===== config.mk =====
export PLATFORM = sky130hd
export DESIGN_NAME = instr_fetch
export DESIGN_NICKNAME = d
export VERILOG_FILES = /design/src/rtl/instr_fetch.sv
export SDC_FILE = /design/constraint.sdc
export NUM_CORES = 1
export LEC_CHECK = 0
export CAP_MARGIN = 5
export CORE_UTILIZATION = 47
export DETAILED_ROUTE_END_ITERATION = 10
export PLACE_DENSITY = 0.85
export SYNTH_ARGS = -nofsm -noshare
export SYNTH_HDL_FRONTEND = slang
export SYNTH_SLANG_ARGS = --single-unit

===== constraint.sdc =====
create_clock -name clk -period 2.8 [get_ports clk]
set_input_delay 0.42 -clock clk [delete_from_list [all_inputs] [get_ports clk]]
set_output_delay 0.42 -clock clk [all_outputs]
set_load 0.005 [all_outputs]

===== src/rtl/instr_fetch.sv =====
// rtl/instr_fetch.sv - instruction fetch unit with stall hold and branch flush
module instr_fetch #(
    parameter logic [31:0] RESET_PC   = 32'h0000_0000,
    parameter int unsigned FETCH_STEP = 4
) (
    input  logic        clk,
    input  logic        reset_n,
    output logic        mem_req,
    output logic [31:0] mem_addr,
    input  logic        mem_ack,
    input  logic [31:0] mem_rdata,
    input  logic        stall,
    input  logic        branch_en,
    input  logic [31:0] branch_target,
    output logic [31:0] instr,
    output logic        instr_valid,
    output logic [31:0] pc_out,
    output logic [25:0] ext_a,
    output logic [2:0]  ext_sel
);

    typedef enum logic [1:0] {
        IDLE  = 2'd0,
        FETCH = 2'd1,
        HOLD  = 2'd2,
        FLUSH = 2'd3
    } state_t;

    state_t      state;
    logic [31:0] pc;
    logic [31:0] flush_target;
    logic [31:0] branch_pc;

    // pc keeps the address of the in-flight request while FLUSH waits for the
    // abandoned ack, so the request address stays on the old word; the
    // redirect address waits in flush_target until that ack arrives.
    assign mem_addr  = pc;
    assign branch_pc = {branch_target[31:2], 2'b00};
    assign ext_a     = instr[31:6];
    assign ext_sel   = instr[5:3];

    // Fetch sequencing, request generation and instruction capture.
    always_ff @(posedge clk) begin
        if (!reset_n) begin
            state        <= IDLE;
            pc           <= RESET_PC & ~32'd3;
            flush_target <= 32'd0;
            mem_req      <= 1'b0;
            instr        <= 32'd0;
            pc_out       <= 32'd0;
            instr_valid  <= 1'b0;
        end else begin
            case (state)
                IDLE: begin
                    if (branch_en) begin
                        pc          <= branch_pc;
                        instr_valid <= 1'b0;
                    end
                    state   <= FETCH;
                    mem_req <= 1'b1;
                end
                FETCH: begin
                    if (branch_en) begin
                        instr_valid <= 1'b0;
                        if (mem_ack) begin
                            pc    <= branch_pc;
                            state <= FETCH;
                        end else begin
                            flush_target <= branch_pc;
                            state        <= FLUSH;
                        end
                        mem_req <= 1'b1;
                    end else if (mem_ack) begin
                        instr       <= mem_rdata;
                        pc_out      <= pc;
                        instr_valid <= 1'b1;
                        pc          <= pc + 32'(FETCH_STEP);
                        if (stall) begin
                            state   <= HOLD;
                            mem_req <= 1'b0;
                        end else begin
                            state   <= FETCH;
                            mem_req <= 1'b1;
                        end
                    end else begin
                        instr_valid <= 1'b0;
                    end
                end
                HOLD: begin
                    if (branch_en) begin
                        pc          <= branch_pc;
                        instr_valid <= 1'b0;
                        state       <= FETCH;
                        mem_req     <= 1'b1;
                    end else if (!stall) begin
                        state   <= FETCH;
                        mem_req <= 1'b1;
                    end
                end
                FLUSH: begin
                    if (branch_en) begin
                        if (mem_ack) begin
                            pc    <= branch_pc;
                            state <= FETCH;
                        end else begin
                            flush_target <= branch_pc;
                        end
                    end else if (mem_ack) begin
                        pc    <= flush_target;
                        state <= FETCH;
                    end
                    mem_req <= 1'b1;
                end
                default: begin
                    state   <= IDLE;
                    mem_req <= 1'b0;
                end
            endcase
        end
    end

endmodule


==> flow_summary.ini, run 1 <==
[status]
outcome = finished clean

[critical_path]
worstPathArrival_ns = 2.94
rr_worst_depth = 5
path_max_fanout = 14
critPathMaxStageDelay_ns = 0.70
path_class = reg -> reg
cp-start-kind = register
crit_chain = clkinv_1 > o21a_1 > a2111oi_0 > nor2_1 > o311a_1
end_kind = register
crit_slowest_cell = dfxtp_1
cp.required_ns = 3.12

[clock_network]
clockBufferDepth = 2
path_clk_slew_ns = 0.06
post-cts-setup-buffers = 0
cts_buffers = 17
cts.sinks = 130
cts_tree = yes
h-tree-depth = 4
cts_resized = 0
clock_latency_ns = 0.43
clock-root-buffer = clkbuf_16
cts_hold_buffers = 0

[logic_synthesis]
yosys-top-cells-area = dfxtp_1, nand2_1, a21oi_1
synth-edff-count = 0
yosys.area.top_type_share_pct = 40.6
synth_flop_cell = dfxtp_1
yosysWarnings = 0
yosysSeqAreaShare_pct = 40.6
syn_inst = 843
yosys.area.top_type = dfxtp_1
ys_seq_elements = 130
synth_nets = 913
syn_area_mm2 = 0.00642
syn_avg_cell_area_um2 = 7.61
async_flop_share_pct = 0
yosysUniqueCellTypes = 59

[timing]
timing.final.ws_setup_ns = 0.179
drv_slew = 0
maxSlewHeadroom_pct = 42.3
fin_skew_ns = 0.00845
fin_crit_sh_pct = 93.6
clock.fmax_mhz = 382
hold_viol_final = 0
finalSetupViolCount = 0
finalSetupTns_ns = 0
finalCriticalPeriod_ns = 2.62
rsz0062_at_grt = false
worst_pin_slew_ns = 0.856

[cells_and_area]
layout.cells.non_filler = 1187
final_common_cell = nand2_1
final_cell_mix = nand2_1, clkdlybuf4s50_1, dfxtp_1, a21oi_1, nor2_1
nNetsFinal = 1068
layout-drive-gt1-share_pct = 7.91
synthToLayoutAreaGrowth_pct = 40.8
fillers = 1138
multi_input_area_mm2 = 0.00331
regArea_mm2 = 0.00260
diodes = 0

[place]
place_inst = 1155
place_ws_ns = 0.195
port-buffer-count = 193
hpwlAfterDp_um = 13300
gp_congestion = 0.889

[power]
power_density_mw_per_mm2 = 558
ir_drop_uv = 470
p_leak_nw = 3.22

[die]
floorplan.rows = 42
dieArea_mm2 = 0.0141
fp.dieW_um = 119
die_h_um = 119
initial_core_util_pct = 48.3
ios = 196
core_area_mm2 = 0.0133

[detailed_routing]
first_iter_violations = 621
antenna_left = 0
firstDrtPassIters = 5
drcViolationCount = 0
finalWirelength_um = 19700
vias = 6748
via_per_inst = 5.68
wire_per_inst_um = 16.6

[global_route]
grt_usage_pct = 28.2
grt_antenna_before_repair = 0
grt_overflow = 0
grt_max_degree = 47
first_global_vias = 6141
grt_pass1_wl_um = 31600

[hold_path]
hold_path_class = reg -> reg
min_delay_path_depth = 2

[job]
cap_violations = 0
critical path: cells and delay by family, from the launching register on:
family	cells	cell delay, ns
AOI/OAI and AO/OA	3	1.19
buffers and inverters	1	0.53
DFF	1	0.70
and+or+nand+nor	1	0.09
final timing paths:
| path | start | to | slack, ns |
|---|---|---|---|
| worst min-delay path | flush_target[9] | flush_target[9] | 0.45 |
| worst max register to register | state[0] | mem_addr[21] | 0.18 |
| worst max-delay path | state[0] | mem_addr[21] | 0.18 |
| worst min register to register | flush_target[9] | flush_target[9] | 0.45 |
report_power, final:
part	total (W)	switching (W)	internal, W
Sequential	0.00203	0.000100	0.00193
Clock	0.00226	0.000830	0.00144
Combinational	0.000738	0.000352	0.000386
registers in the layout, summed over array words and instances (netlist names):
name	cells
flush_target	30
mem_req	1
instr_valid	1
state	2
mem_addr	32
pc_out	32
instr	32
cell type report:
type	instances	share of cell area, %
Multi-Input combinational cell	607	36.6
Sequential cell	130	28.8
Timing Repair Buffer	231	25.0
Clock buffer	21	5.10
Tap cell	176	2.44
Clock inverter	11	1.50
Inverter	11	0.457
Yosys cell counts (4+ instances only):
| cell type | instances |
|---|---|
| and3_1 | 4 |
| xor2_1 | 7 |
| inv_1 | 9 |
| nand4_1 | 7 |
| buf_2 | 6 |
| a2111oi_0 | 4 |
| nand2_1 | 223 |
| nand2b_1 | 6 |
| mux2i_1 | 14 |
| nor2_1 | 49 |
| o21ai_0 | 31 |
| o21a_1 | 6 |
| o211ai_1 | 6 |
| o221ai_1 | 17 |
| a21boi_0 | 41 |
| a221oi_1 | 10 |
| o32ai_1 | 4 |
| dfxtp_1 | 130 |
| a21oi_1 | 88 |
| clkbuf_1 | 52 |
| xnor2_1 | 5 |
| or3_1 | 4 |
| nor3_1 | 10 |
| buf_4 | 29 |
| nand3_1 | 14 |
| buf_1 | 8 |
| a211oi_1 | 4 |
| a22oi_1 | 4 |
logic make-up after synthesis:
group / share of synthesized area [%]
compound gates: 25.0
xor+xnor: 1.64
fa+ha+maj: 0.195
buf+inv: 8.01
flops: 40.6
mux: 2.54
simple gates: 22.1
metrics by stage:
step	power, W	util (%)	instance area, um2	hold WS, ns
after global placement	0.00278	63.4	8440	0.437
final	0.00504	67.9	9030	0.449
after global routing	0.00523	67.9	9030	0.467
after CTS	0.00506	67.9	9030	0.450
after floorplan	0.00241	-	6420	0.431
after detailed placement	0.00280	63.4	8440	0.442
routing by layer:
| metal | part of all wire, % | track usage, % | vias to the layer above |
|---|---|---|---|
| li1 | - | - | 3219 |
| met1 | 42 | 35.8 | 3166 |
| met2 | 48 | 45.6 | 327 |
| met3 | 8.2 | 8.52 | 36 |
| met4 | 1.7 | 9.26 | 0 |
| met5 | 0 | 0 | - |
(Power assumes the default switching activity.)
==> run 2, diff against run 1 <==
Settings changed: CORE_ASPECT_RATIO set to 1.2, CORE_UTILIZATION 47 to 45, PLACE_DENSITY 0.85 to 0.82.
==> flow_summary.ini, run 2 (synthesized netlist as in run 1, its figures left out) <==
[clock_network]
cts.sinks = 130
clock-root-buffer = clkbuf_16
post-cts-setup-buffers = 0
path_clk_slew_ns = 0.06
clock_latency_ns = 0.42
cts_buffers = 17
cts_resized = 0
clockBufferDepth = 2
cts_hold_buffers = 0
cts_tree = yes
h-tree-depth = 4

[power]
power_w = 0.00494
power_density_mw_per_mm2 = 545
p_leak_nw = 3.24
ir_drop_uv = 282

[critical_path]
worstPathArrival_ns = 2.67
crit_path_frequent_cell = or4_1
cp.required_ns = 3.15
cp-start-kind = register
critPathMaxStageDelay_ns = 0.73
crit_slowest_cell = or4_1
critical_path.top_delay_family = simple AND/OR/NAND/NOR gates
path_class = reg -> reg
end_kind = register
path_max_fanout = 7
path_buf_inv = 0
crit_chain = nand4_4 > or4_1 > or4_1 > a31o_1 > a21oi_2

[detailed_routing]
firstDrtPassIters = 10
drcViolationCount = 22
finalWirelength_um = 19900
via_per_inst = 5.62
vias = 6700
first_iter_violations = 555
antenna_left = 0
wire_per_inst_um = 16.7

[timing]
hold_viol_final = 0
fin_crit_sh_pct = 82.6
finalSetupViolCount = 0
clock.fmax_mhz = 432
drv_slew = 0
maxSlewHeadroom_pct = 47.0
finalCriticalPeriod_ns = 2.31
fin_skew_ns = 0.0126
worst_pin_slew_ns = 0.787
finalSetupTns_ns = 0
timing.hold.ws_ns = 0.451
rsz0062_at_grt = false

[hold_path]
hold_path_class = reg -> reg

[global_route]
grt_overflow = 0
grt_pass1_wl_um = 32200
grt_usage_pct = 27.3
grt_max_degree = 62
grt_antenna_before_repair = 0
first_global_vias = 6391

[die]
core_area_mm2 = 0.0139
initial_core_util_pct = 46.2
ios = 196
fp.dieW_um = 111
dieArea_mm2 = 0.0147
die_h_um = 133
floorplan.rows = 47

[cells_and_area]
final_cell_mix = nand2_1, clkdlybuf4s50_1, dfxtp_1, a21oi_1, nor2_1
layout.cells.non_filler = 1193
final_common_cell = nand2_1
synthToLayoutAreaGrowth_pct = 41.1
layout-drive-gt1-share_pct = 8.71
diodes = 0
nNetsFinal = 1079

[place]
place_inst = 1161
port-buffer-count = 193
hpwlAfterDp_um = 13900
gp_congestion = 0.942

[job]
cap_violations = 0

[status]
outcome = finished, violations left
violations = design-rule violations
-- run 2: layout make-up --
cell class / count / area (um2)
Clock buffer: 22 / 454
Clock inverter: 10 / 110
Fill cell: 1208 / 4830
Inverter: 11 / 41.3
Multi-Input combinational cell: 607 / 3310
Sequential cell: 130 / 2600
Tap cell: 171 / 214
Timing Repair Buffer: 242 / 2320
-- run 2: metrics by stage --
step,cell area (um2),utilization [%],setup WS [ns]
4_1_cts,9050,65.2,0.496
2_1_floorplan,6420,-,0.714
6_report,9050,65.2,0.488
3_5_place_dp,8490,61.2,0.125
3_3_place_gp,8490,61.2,0.242
5_1_grt,9050,65.2,0.374
-- run 2: worst register-to-register path: cells and delay by family, from the launching register on --
family | cells | cell delay (ns)
AND/OR/NAND/NOR | 3 | 1.40
AO/OA/AOI/OAI | 2 | 0.37
flip-flops | 1 | 0.48
-- run 2: worst paths after layout --
kind                     from          endpoint  slack (ns)  depth (start not counted)
max               mem_addr[9]      mem_addr[15]        0.49                          5
min          flush_target[25]  flush_target[25]        0.45                          2
max reg2reg       mem_addr[9]      mem_addr[15]        0.49                          5
min reg2reg  flush_target[25]  flush_target[25]        0.45                          2
-- run 2: per-layer routing --
metal  vias up  GRT usage [%]  part of all wire, %  wire length (um)
li1       3230              -                    -                 -
met1      3138           31.8                   40              8040
met2       283           48.1                   51             10100
met3        49           6.28                  6.6              1320
met4         0           10.9                  2.6               509
met5         -              0                    0                 0
-- run 2: power breakdown --
group	leakage (nW)	switching, W	total [W]	internal [W]
registers	1.06	0.0000972	0.00203	0.00193
logic	1.91	0.000360	0.000755	0.000395
clock network	0.278	0.000824	0.00215	0.00133
==> RTL edit, RTL diff (settings of run 1) <==
Encoding of `state_t`: now Gray code (2 bits for 4 states).
--- a/src/rtl/instr_fetch.sv
+++ b/src/rtl/instr_fetch.sv
@@ -21,8 +21,8 @@
 
     typedef enum logic [1:0] {
-        IDLE  = 2'd0,
-        FETCH = 2'd1,
-        HOLD  = 2'd2,
-        FLUSH = 2'd3
+        IDLE  = 2'b00,
+        FETCH = 2'b01,
+        HOLD  = 2'b11,
+        FLUSH = 2'b10
     } state_t;
 
Function: same outputs for any inputs over 4 cycles, from zero or initial values and one cycle with reset_n low; so few cycles prove little.
==> RTL edit against run 1 <==
  * Combinational power rose by 42%
  * First-iteration DRC count rose by 82%
  * Global-route usage rose by 1.7 points
  * Critical path depth rose by 3
  * Worst setup slack improved by 0.096 ns
  * Maximum frequency rose by 3.8%
  * Synthesized area rose by 6.8%
  * Via count rose by 10%
  * Wire length rose by 12%
  * Total power rose by 4.2%
  * Sequential cell count did not move
  * Final area rose by 4.4%
  * Critical endpoint is now mem_addr[28]$_SDFFE_PN0P_
  * Largest power group unchanged
  * Highest routed layer unchanged
==> RTL edit: results (changes against run 1) <==
Synthesis
  – Mean Syn Cell Area: 7.53 um2 (was 7.61 um2)
  – Complex-gate fraction of the synthesized area: 24.8% (was 25.0%)
  – Synth Area in XOR/XNOR: 0.256% (was 1.64%)
  – Synth Instances: 910 (was 843)
  – Sequential fraction of the synthesis area: 38.0% (was 40.6%)
  – Post-Synth Adder-Cell Area: 0.913% (was 0.195%)
  – Top post-synthesis cells by count: nand2_1, a21oi_1, dfxtp_1 (was nand2_1, dfxtp_1, a21oi_1)
  – Synth Net Count: 984 (was 913)
  – Synth area leaders: dfxtp_1, nand2_1, a21oi_1, mux2i_1, buf_4 (was dfxtp_1, nand2_1, a21oi_1, a21boi_0, buf_4)
  – Mux contribution to synthesized area: 4.51% (was 2.54%)

Status
  – Status: finished, final reports clean (unchanged)

Layout
  – Fill cells: 1,154 (was 1,138)
  – Layout area overhead: 37.5% (was 40.8%)
  – Area of the multi-input gates: 3660 um2 (was 3310 um2)
  – Nets: 1,139 (was 1,068)
  – Final clock-cell share: 6.01% (was 6.59%)
  – Data buffer area share: 24.5% (was 25.0%)
  – Multi-Input Combinational: 658 (was 607)
  – Fraction of layout cells with a size suffix above 1: 9.46% (was 7.91%)

Drt
  – DRT Wirelength: 22,100 um (was 19,700 um)
  – Vias per cell: 5.90 (was 5.68)
  – DRT iter0 DRCs: 1,130 (was 621)
  – Drt wl/cell: 17.6 um (was 16.6 um)
  – DR pass1 iterations: 6 (was 5)
  – Metal-1 WL: 8800 um (was 8260 um)
  – Metal3 WL: 2650 um (was 1610 um)

Global route
  – Met1 GRT Util: 38.0% (was 35.8%)
  – Total Routing Usage GR: 29.9% (was 28.2%)
  – Vias in the first global route: 6,858 (was 6,141)
  – First-pass GRT wire length: 35,100 um (was 31,600 um)
  – Met3 Use GR: 7.53% (was 8.52%)
  – Largest net degree at the start of global routing: 66 (was 47)
  – GRT met2 Usage: 49.0% (was 45.6%)

Power
  – Peak VDD IR: 0.431 mV (was 0.470 mV)
  – Leakage: 3.31 nW (was 3.22 nW)
  – Combinational share of power: 20.1% (was 14.7%)
  – Clock group: 2.12 mW (was 2.26 mW)
  – Switching share of total power: 29.1% (was 25.5%)
  – Internal cell power: 3.72 mW (was 3.75 mW)

Setup path
  – Critical Path AT: 2.83 ns (was 2.94 ns)
  – Cells on worst reg2reg path: 8 (was 5)
  – Worst path slowest cell: a21oi_1 (was dfxtp_1)
  – Highest cell delay on the worst timing path: 0.54 ns (was 0.70 ns)
  – Worst-path fanout max: 12 (was 14)

Hold path
  – Hold Crit Endpoint: flush_target[16]$_SDFFE_PN0P_ (was flush_target[9]$_SDFFE_PN0P_)
  – Hold path startpoint: flush_target[16]$_SDFFE_PN0P_ (was flush_target[9]$_SDFFE_PN0P_)

Placed design
  – Final HPWL DP: 15,100 um (was 13,300 um)
  – Inst Count DP: 1,226 (was 1,155)

Timing
  – Worst slew pin tran: 0.658 ns (was 0.856 ns)
  – Hold slack final: 0.450 ns (was 0.449 ns)
  – Final clock skew: 0.00921 ns (was 0.00845 ns)
[RTL edit: cell count changes in the layout (fill, tap and decap cells not counted), sizes merged, moves of 6 or more]
cell,change
xor2,-7
inv,+6
mux2i,+9
nand3,+7
a22oi,+7
o221ai,-16
a211oi,+6
buf,+11
a21oi,+42
a21boi,-39
nor2,-9
[RTL edit: worst max-delay path by stage]
stage,start,end,depth (start not counted),slack [ns]
2_1_floorplan,state[0]$_SDFFE_PN0P_,mem_addr[23]$_SDFFE_PN0P_,9,0.76
3_3_place_gp,state[0]$_SDFFE_PN0P_,mem_addr[26]$_SDFFE_PN0P_,8,0.44
3_5_place_dp,state[0]$_SDFFE_PN0P_,mem_addr[26]$_SDFFE_PN0P_,8,0.38
4_1_cts,state[0]$_SDFFE_PN0P_,mem_addr[28]$_SDFFE_PN0P_,8,0.38
5_1_grt,state[0]$_SDFFE_PN0P_,mem_addr[28]$_SDFFE_PN0P_,8,0.09
6_report,state[0]$_SDFFE_PN0P_,mem_addr[28]$_SDFFE_PN0P_,8,0.28
